===== src/rtl/execute_stage.sv =====
// execute_stage: ID/EX pipeline register, two chained ALUs and EX/MEM output register.
//
// ALU1 supports a multi-cycle signed multiply. While the multiply is in progress, stall_o holds
// the PC and decode slot, and bubbles are written to EX/MEM.
//
// Ports:
//   CLK, RST          clock, synchronous active-high reset
//   valid_d, flush    decode slot valid / squash incoming decode slot
//   *D controls       RegWrite, MemtoReg, MemWrite, ALU1Src, RegDst, ALU1/ALU2 control
//   Src1AD/BD/CD      operands A, B, C; SignImmD immediate; A2D/A3D destination candidates
//   stall_o           hold PC and InstrD
//   *E outputs        registered EX/MEM fields, with valid_e qualifying them
module execute_stage (
    input  logic        CLK,
    input  logic        RST,
    input  logic        valid_d,
    input  logic        flush,
    input  logic        RegWriteD,
    input  logic        MemtoRegD,
    input  logic        MemWriteD,
    input  logic        ALU1SrcD,
    input  logic        RegDstD,
    input  logic [2:0]  ALU1CntrlD,
    input  logic [2:0]  ALU2CntrlD,
    input  logic [31:0] Src1AD,
    input  logic [31:0] Src1BD,
    input  logic [31:0] Src1CD,
    input  logic [31:0] SignImmD,
    input  logic [5:0]  A2D,
    input  logic [5:0]  A3D,
    output logic        stall_o,
    output logic        valid_e,
    output logic        RegWriteE,
    output logic        MemtoRegE,
    output logic        MemWriteE,
    output logic [5:0]  WriteRegE,
    output logic [31:0] ALUResultE,
    output logic [31:0] WriteDataE
);

    typedef enum logic {StIdle, StBusy} state_e;

    // ID/EX register
    logic        valid_q, valid_d_n;
    logic        reg_write_q, reg_write_d;
    logic        memto_reg_q, memto_reg_d;
    logic        mem_write_q, mem_write_d;
    logic        alu1_src_q, alu1_src_d;
    logic [2:0]  alu1_cntrl_q, alu1_cntrl_d;
    logic [2:0]  alu2_cntrl_q, alu2_cntrl_d;
    logic [31:0] src_a_q, src_a_d;
    logic [31:0] src_b_q, src_b_d;
    logic [31:0] src_c_q, src_c_d;
    logic [31:0] sign_imm_q, sign_imm_d;
    logic [5:0]  write_reg_q, write_reg_d;

    // Multiply sequencing
    logic [1:0]  cnt_q, cnt_d;
    state_e      state_q, state_d;

    // EX/MEM register
    logic        ex_valid_q, ex_valid_d;
    logic        ex_reg_write_q, ex_reg_write_d;
    logic        ex_memto_reg_q, ex_memto_reg_d;
    logic        ex_mem_write_q, ex_mem_write_d;
    logic [5:0]  ex_write_reg_q, ex_write_reg_d;
    logic [31:0] ex_result_q, ex_result_d;
    logic [31:0] ex_write_data_q, ex_write_data_d;

    logic        stall;
    logic        load_valid;
    logic [31:0] src_b_sel;
    logic [31:0] mul_res;
    logic [31:0] alu1_res;
    logic [31:0] alu2_res;

    // Stall is decoded from registers only, so it never depends on decode-side inputs.
    assign stall   = valid_q & (alu1_cntrl_q == 3'b101) & (cnt_q != 2'd3);
    assign stall_o = stall;

    assign src_b_sel = alu1_src_q ? sign_imm_q : src_b_q;
    // Low 32 bits of a two's-complement product are independent of signedness.
    assign mul_res   = src_a_q * src_b_sel;

    always_comb begin
        alu1_res = src_b_sel;
        unique case (alu1_cntrl_q)
            3'b000: alu1_res = src_a_q + src_b_sel;
            3'b001: alu1_res = src_a_q - src_b_sel;
            3'b010: alu1_res = src_a_q & src_b_sel;
            3'b011: alu1_res = src_a_q | src_b_sel;
            3'b100: alu1_res = {31'd0, $signed(src_a_q) < $signed(src_b_sel)};
            3'b101: alu1_res = mul_res;
            3'b110: alu1_res = src_a_q[31] ? 32'd0 : src_a_q;
            3'b111: alu1_res = src_b_sel;
        endcase
    end

    always_comb begin
        alu2_res = alu1_res;
        case (alu2_cntrl_q)
            3'b001:  alu2_res = alu1_res + src_c_q;
            3'b010:  alu2_res = alu1_res - src_c_q;
            3'b011:  alu2_res = alu1_res[31] ? 32'd0 : alu1_res;
            default: alu2_res = alu1_res;
        endcase
    end

    // ID/EX next state: hold on stall (flush is ignored then), else load or insert a bubble.
    always_comb begin
        load_valid   = valid_d & ~flush;
        valid_d_n    = valid_q;
        reg_write_d  = reg_write_q;
        memto_reg_d  = memto_reg_q;
        mem_write_d  = mem_write_q;
        alu1_src_d   = alu1_src_q;
        alu1_cntrl_d = alu1_cntrl_q;
        alu2_cntrl_d = alu2_cntrl_q;
        src_a_d      = src_a_q;
        src_b_d      = src_b_q;
        src_c_d      = src_c_q;
        sign_imm_d   = sign_imm_q;
        write_reg_d  = write_reg_q;
        if (!stall) begin
            valid_d_n    = load_valid;
            reg_write_d  = RegWriteD & load_valid;
            memto_reg_d  = MemtoRegD & load_valid;
            mem_write_d  = MemWriteD & load_valid;
            alu1_src_d   = ALU1SrcD;
            alu1_cntrl_d = ALU1CntrlD;
            alu2_cntrl_d = ALU2CntrlD;
            src_a_d      = Src1AD;
            src_b_d      = Src1BD;
            src_c_d      = Src1CD;
            sign_imm_d   = SignImmD;
            write_reg_d  = RegDstD ? A3D : A2D;
        end
    end

    // Multiply counter: counts stall cycles, clears on the completion edge (BUSY with cnt=3).
    always_comb begin
        cnt_d   = cnt_q;
        state_d = state_q;
        if (stall) begin
            cnt_d   = cnt_q + 2'd1;
            state_d = StBusy;
        end else if (state_q == StBusy) begin
            cnt_d   = 2'd0;
            state_d = StIdle;
        end
    end

    // EX/MEM next state: bubble during stall, otherwise the ID/EX fields and ALU2 result.
    always_comb begin
        ex_valid_d      = 1'b0;
        ex_reg_write_d  = 1'b0;
        ex_memto_reg_d  = 1'b0;
        ex_mem_write_d  = 1'b0;
        ex_write_reg_d  = ex_write_reg_q;
        ex_result_d     = ex_result_q;
        ex_write_data_d = ex_write_data_q;
        if (!stall) begin
            ex_valid_d      = valid_q;
            ex_reg_write_d  = reg_write_q & valid_q;
            ex_memto_reg_d  = memto_reg_q & valid_q;
            ex_mem_write_d  = mem_write_q & valid_q;
            ex_write_reg_d  = write_reg_q;
            ex_result_d     = alu2_res;
            ex_write_data_d = src_b_q;
        end
    end

    always_ff @(posedge CLK) begin
        if (RST) begin
            valid_q         <= 1'b0;
            reg_write_q     <= 1'b0;
            memto_reg_q     <= 1'b0;
            mem_write_q     <= 1'b0;
            alu1_src_q      <= 1'b0;
            alu1_cntrl_q    <= 3'd0;
            alu2_cntrl_q    <= 3'd0;
            src_a_q         <= 32'd0;
            src_b_q         <= 32'd0;
            src_c_q         <= 32'd0;
            sign_imm_q      <= 32'd0;
            write_reg_q     <= 6'd0;
            cnt_q           <= 2'd0;
            state_q         <= StIdle;
            ex_valid_q      <= 1'b0;
            ex_reg_write_q  <= 1'b0;
            ex_memto_reg_q  <= 1'b0;
            ex_mem_write_q  <= 1'b0;
            ex_write_reg_q  <= 6'd0;
            ex_result_q     <= 32'd0;
            ex_write_data_q <= 32'd0;
        end else begin
            valid_q         <= valid_d_n;
            reg_write_q     <= reg_write_d;
            memto_reg_q     <= memto_reg_d;
            mem_write_q     <= mem_write_d;
            alu1_src_q      <= alu1_src_d;
            alu1_cntrl_q    <= alu1_cntrl_d;
            alu2_cntrl_q    <= alu2_cntrl_d;
            src_a_q         <= src_a_d;
            src_b_q         <= src_b_d;
            src_c_q         <= src_c_d;
            sign_imm_q      <= sign_imm_d;
            write_reg_q     <= write_reg_d;
            cnt_q           <= cnt_d;
            state_q         <= state_d;
            ex_valid_q      <= ex_valid_d;
            ex_reg_write_q  <= ex_reg_write_d;
            ex_memto_reg_q  <= ex_memto_reg_d;
            ex_mem_write_q  <= ex_mem_write_d;
            ex_write_reg_q  <= ex_write_reg_d;
            ex_result_q     <= ex_result_d;
            ex_write_data_q <= ex_write_data_d;
        end
    end

    assign valid_e    = ex_valid_q;
    assign RegWriteE  = ex_reg_write_q;
    assign MemtoRegE  = ex_memto_reg_q;
    assign MemWriteE  = ex_mem_write_q;
    assign WriteRegE  = ex_write_reg_q;
    assign ALUResultE = ex_result_q;
    assign WriteDataE = ex_write_data_q;

endmodule


===== config.mk =====
export PLATFORM = sky130hd
export DESIGN_NAME = execute_stage
export DESIGN_NICKNAME = d
export VERILOG_FILES = /design/src/rtl/execute_stage.sv
export SDC_FILE = /design/constraint.sdc
export NUM_CORES = 2
export LEC_CHECK = 0
export BUFFER_PORTS_ARGS = -buffer_cell sky130_fd_sc_hd__buf_2
export CORE_ASPECT_RATIO = 0.9
export CORE_MARGIN = 3
export CORE_UTILIZATION = 50
export DETAILED_ROUTE_END_ITERATION = 8
export PLACE_DENSITY_LB_ADDON = 0.3
export SYNTH_ARGS = -nofsm -noshare
export SYNTH_HDL_FRONTEND = slang
export SYNTH_SLANG_ARGS = --single-unit

===== constraint.sdc =====
create_clock -name CLK -period 12.4 [get_ports CLK]
set_input_delay 0.62 -clock CLK [delete_from_list [all_inputs] [get_ports CLK]]
set_output_delay 0.62 -clock CLK [all_outputs]
set_load 0.005 [all_outputs]

==> impl_summary.txt <==
----------------------------------------------------
[Status]
  Result of the run ... finished clean

[CTS]
  Post-CTS Repair Setup Buffers ... 0
  TritonCTS Sinks ... 222
  Worst-case clock buffer depth ... 3
  Number of hold-repair buffers added at the cts stage ... 0
  CTS Buf Count ... 24
  H-Tree Depth ... 1
  Total of cells resized after clock tree synthesis ... 0
  Clock tree from TritonCTS ... built
  Source-to-sink clock delay at the later pin of the worst-skew pair ... 570 ps
  Clk slew on worst S/H paths ... 60 ps
  CTS Root Cell ... clkbuf_16

[Setup path]
  Biggest cell delay along the critical path ... 670 ps
  Critical path endpoint category ... flip-flop
  Slowest stage cell, crit path ... inv_1
  Crit path capture ... ALUResultE[27]$_SDFFE_PP0N_
  Register-to-Register Path Depth ... 37
  Worst R2R Start ... alu1_src_q$_SDFFE_PP0N_
  Register-to-register path setup slack ... 910 ps
  CP Launch Type ... flip-flop
  Bufs and invs on worst path ... 4
  Largest fanout on the critical path ... 16
  Top cell family by delay on the critical path ... adder cells
  Worst reg2reg endpoint ... ALUResultE[27]$_SDFFE_PP0N_
  Required time of the critical path ... 12,840 ps
  Crit-path most repeated cell ... fa_1
  Worst Path Class, Setup ... flip-flop to flip-flop
  Launch point of the critical path ... alu1_src_q$_SDFFE_PP0N_
  Critical path arrival ... 11,930 ps
  Number of cells on the critical path ... 37

[Timing]
  Endpoints failing setup ... 0
  Max-slew headroom ... 19.2%
  Hold Violations, Final ... 0
  Max Clock Skew ... 10.4 ps
  Least setup slack across all paths after layout ... 905 ps
  Min Tclk post-route ... 11,490 ps
  Period utilisation layout ... 92.7%
  Max Clk Rate ... 0.0870 GHz
  Transition time at the pin with the least slew margin ... 1190 ps
  Max-slew violation total from the final report ... 0
  Setup repair after global routing missed its margin ... no
  Final TNS setup ... 0 ps

[Global route]
  Global Route Usage Sum ... 34.4%
  Aggregate global routing overflow ... 0
  Wire length of the first global-routing pass ... 170,000 µm
  Pin count of the biggest net entering global routing ... 90
  Vias in the first global route ... 28,076
  Initial antenna violation count ... 4

[Job]
  Max Cap Viol ... 0

[Synthesis]
  Number of instances in the synthesized netlist ... 3,907
  Post-synthesis share of cell area spent on xor and xnor gates ... 4.59%
  Synth top cells by count ... nand2_1, inv_1, nor2_1
  Net count after synthesis ... 4,732
  Top cells by area in the synthesized netlist ... fa_1, dfxtp_1, ha_1
  Synthesized area divided by synthesized cell count ... 7.93 µm²
  Most frequently used cell type in the post-synthesis netlist ... nand2_1
  Mux contribution to synthesized area ... 1.92%
  Share of synthesized registers carrying an async set or reset ... 0%
  Number of synthesized flops with an enable pin ... 0
  Share of the yosys chip area belonging to registers ... 14.3%
  Post-synthesis cell type with the largest combined area ... fa_1
  Post-synthesis compound-gate area fraction ... 15.4%
  Combinational family with the most area after synthesis ... adder cells
  Post-synthesis adder-cell area fraction ... 37.0%
  Number of unique standard cell types used by synthesis ... 92
  Mapped Area ... 31,000 µm²
  Number of flip-flops and latches in the synthesized netlist ... 222
  Post-synth top flop ... dfxtp_1
  Synth top area share ... 26.6%
  Count of yosys warnings during synthesis ... 0
  Simple-Gate Fraction of Synth Area ... 17.7%

[Routing]
  Detail-routed net length per standard cell ... 23.1 µm
  Via density per instance ... 5.91
  Starting DRT DRC Count ... 3,437
  Number of remaining DRC errors ... 0
  Final Routed Wirelength ... 112,000 µm
  Drt first pass iters ... 6
  Via count ... 28,466
  Number of antenna-violating nets in the routed design ... 0

[Placement]
  Final weighted congestion of routability-driven global placement ... 1.02
  Worst setup timing slack at the placement stage ... 1210 ps
  Count of input and output buffers ... 229
  Number of instances in the placed design ... 4,779
  Final HPWL DP ... 85,200 µm

[Power and ir drop]
  Peak supply drop ... 0.000136 V
  Total power of the final layout ... 4.57 mW
  Cell leakage power ... 15.9 nW
  Power per cell area ... 136 nW/µm²

[Cells and area]
  Proportion of layout cells with a drive suffix above 1 ... 10.3%
  Non-filler cells, final ... 4,820
  Post-layout utilization of the core ... 55.5%
  Fill count ... 5,725
  Net count of the finished layout ... 4,847
  Area added between synthesis and finish ... 8.42%

[Floorplanning]
  Count of boundary I/O pins ... 230
  Core ar. ... 60,500 µm²
  X dimension of the die ... 268 µm
  Site row count ... 85
  Effective utilization at floorplan ... 51.2%
  Die Ht ... 242 µm
  Overall die area ... 65,000 µm²

[Hold path]
  Hold crit path type ... input port to flip-flop
  Critical hold path startpoint ... Src1CD[0]

----------------------------------------------------
[metal layers]
layer	global-route usage (%)	up-vias	wire, µm	share of wire [%]
met3	7.73	284	12700	11
met5	0	-	11	0.0099
met4	15.1	2	6140	5.5
met1	48.5	13787	45900	41
li1	-	12820	-	-
met2	50.7	1573	46800	42
[final cells by class]
type / instances / area (µm²) / share of cell area, %
diodes: 3 / 7.51 / 0.0223
clock buffers: 32 / 671 / 2.00
clock inverters: 6 / 82.6 / 0.246
inverters: 523 / 1970 / 5.86
multi-input cells: 2953 / 23800 / 70.7
flip-flops and latches: 222 / 4450 / 13.2
well taps: 783 / 980 / 2.92
repair buffers: 298 / 1670 / 4.97
[worst register-to-register path: cells and delay by family, from the launching register on]
| kind | cells | cell delay [ps] |
|---|---|---|
| flip-flops | 1 | 640 |
| AO/OA/AOI/OAI | 12 | 3140 |
| XOR/XNOR | 1 | 130 |
| AND/OR/NAND/NOR | 8 | 1450 |
| adder cells (fa/ha/maj) | 10 | 4130 |
| buffers and inverters | 4 | 1140 |
| multiplexers | 2 | 740 |
[state kept, by name (all words and copies together) (netlist names), 2 cells and up]
signal,flops
src_a_q,32
src_b_q,32
alu1_cntrl_q,3
WriteRegE,6
WriteDataE,32
alu2_cntrl_q,3
sign_imm_q,32
src_c_q,32
write_reg_q,6
cnt_q,2
ALUResultE,32
[through the flow]
stage / area [µm²] / hold WS, ps
floorplan: 31000 / 427
global placement: 32800 / 435
detailed placement: 32800 / 443
CTS: 33600 / 258
global route: 33600 / 289
finish: 33600 / 290
[how the worst min path moves through the flow]
stage                                  endpoint  slack, ps  cells after the start
floorplan              mem_write_q$_SDFFE_PP0N_        430                      2
global placement      WriteRegE[3]$_SDFFE_PP0N_        430                      2
detailed placement  WriteDataE[10]$_SDFFE_PP0N_        440                      2
CTS                     src_c_q[0]$_SDFFE_PP0N_        260                      3
global route            src_c_q[4]$_SDFFE_PP0N_        290                      3
finish                  src_c_q[0]$_SDFFE_PP0N_        290                      3
[where the power goes]
part | internal [mW] | leakage, nW | switching, mW | total [mW]
clock network | 0.399 | 0.367 | 0.313 | 0.711
registers | 0.766 | 1.84 | 0.0475 | 0.814
logic | 1.17 | 13.7 | 1.87 | 3.05
[placed cells by master (no fill, tap or decap), drive strengths merged, types with 12 or more instances in the layout]
master and instances:
a31oi 23, nand2b 19, nand2 659, buf 298, o21a 19, inv 509, o21bai 16, clkbuf 32
a21o 36, o22ai 29, ha 259, clkinv 18, dfxtp 222, nor3 48, nor2b 27, mux2i 35
a211oi 34, xnor2 114, nor4 13, nand3 28, a21oi 330, nor2 458, o221ai 12, o31ai 15
xor2 45, a221oi 32, o21ai 108, fa 411, a22oi 16
[cell families (layout without fill, tap and decap cells)]
kind of cell             after synthesis  after routing
multiplexers                          46             46
flip-flops                           222            222
XOR/XNOR                             160            160
buffers and inverters                732            859
AND/OR/NAND/NOR                     1327           1327
adder cells (fa/ha/maj)              670            670
AO/OA/AOI/OAI                        750            750
other                                  0              3
No activity file was read; power rests on OpenSTA's default activity.
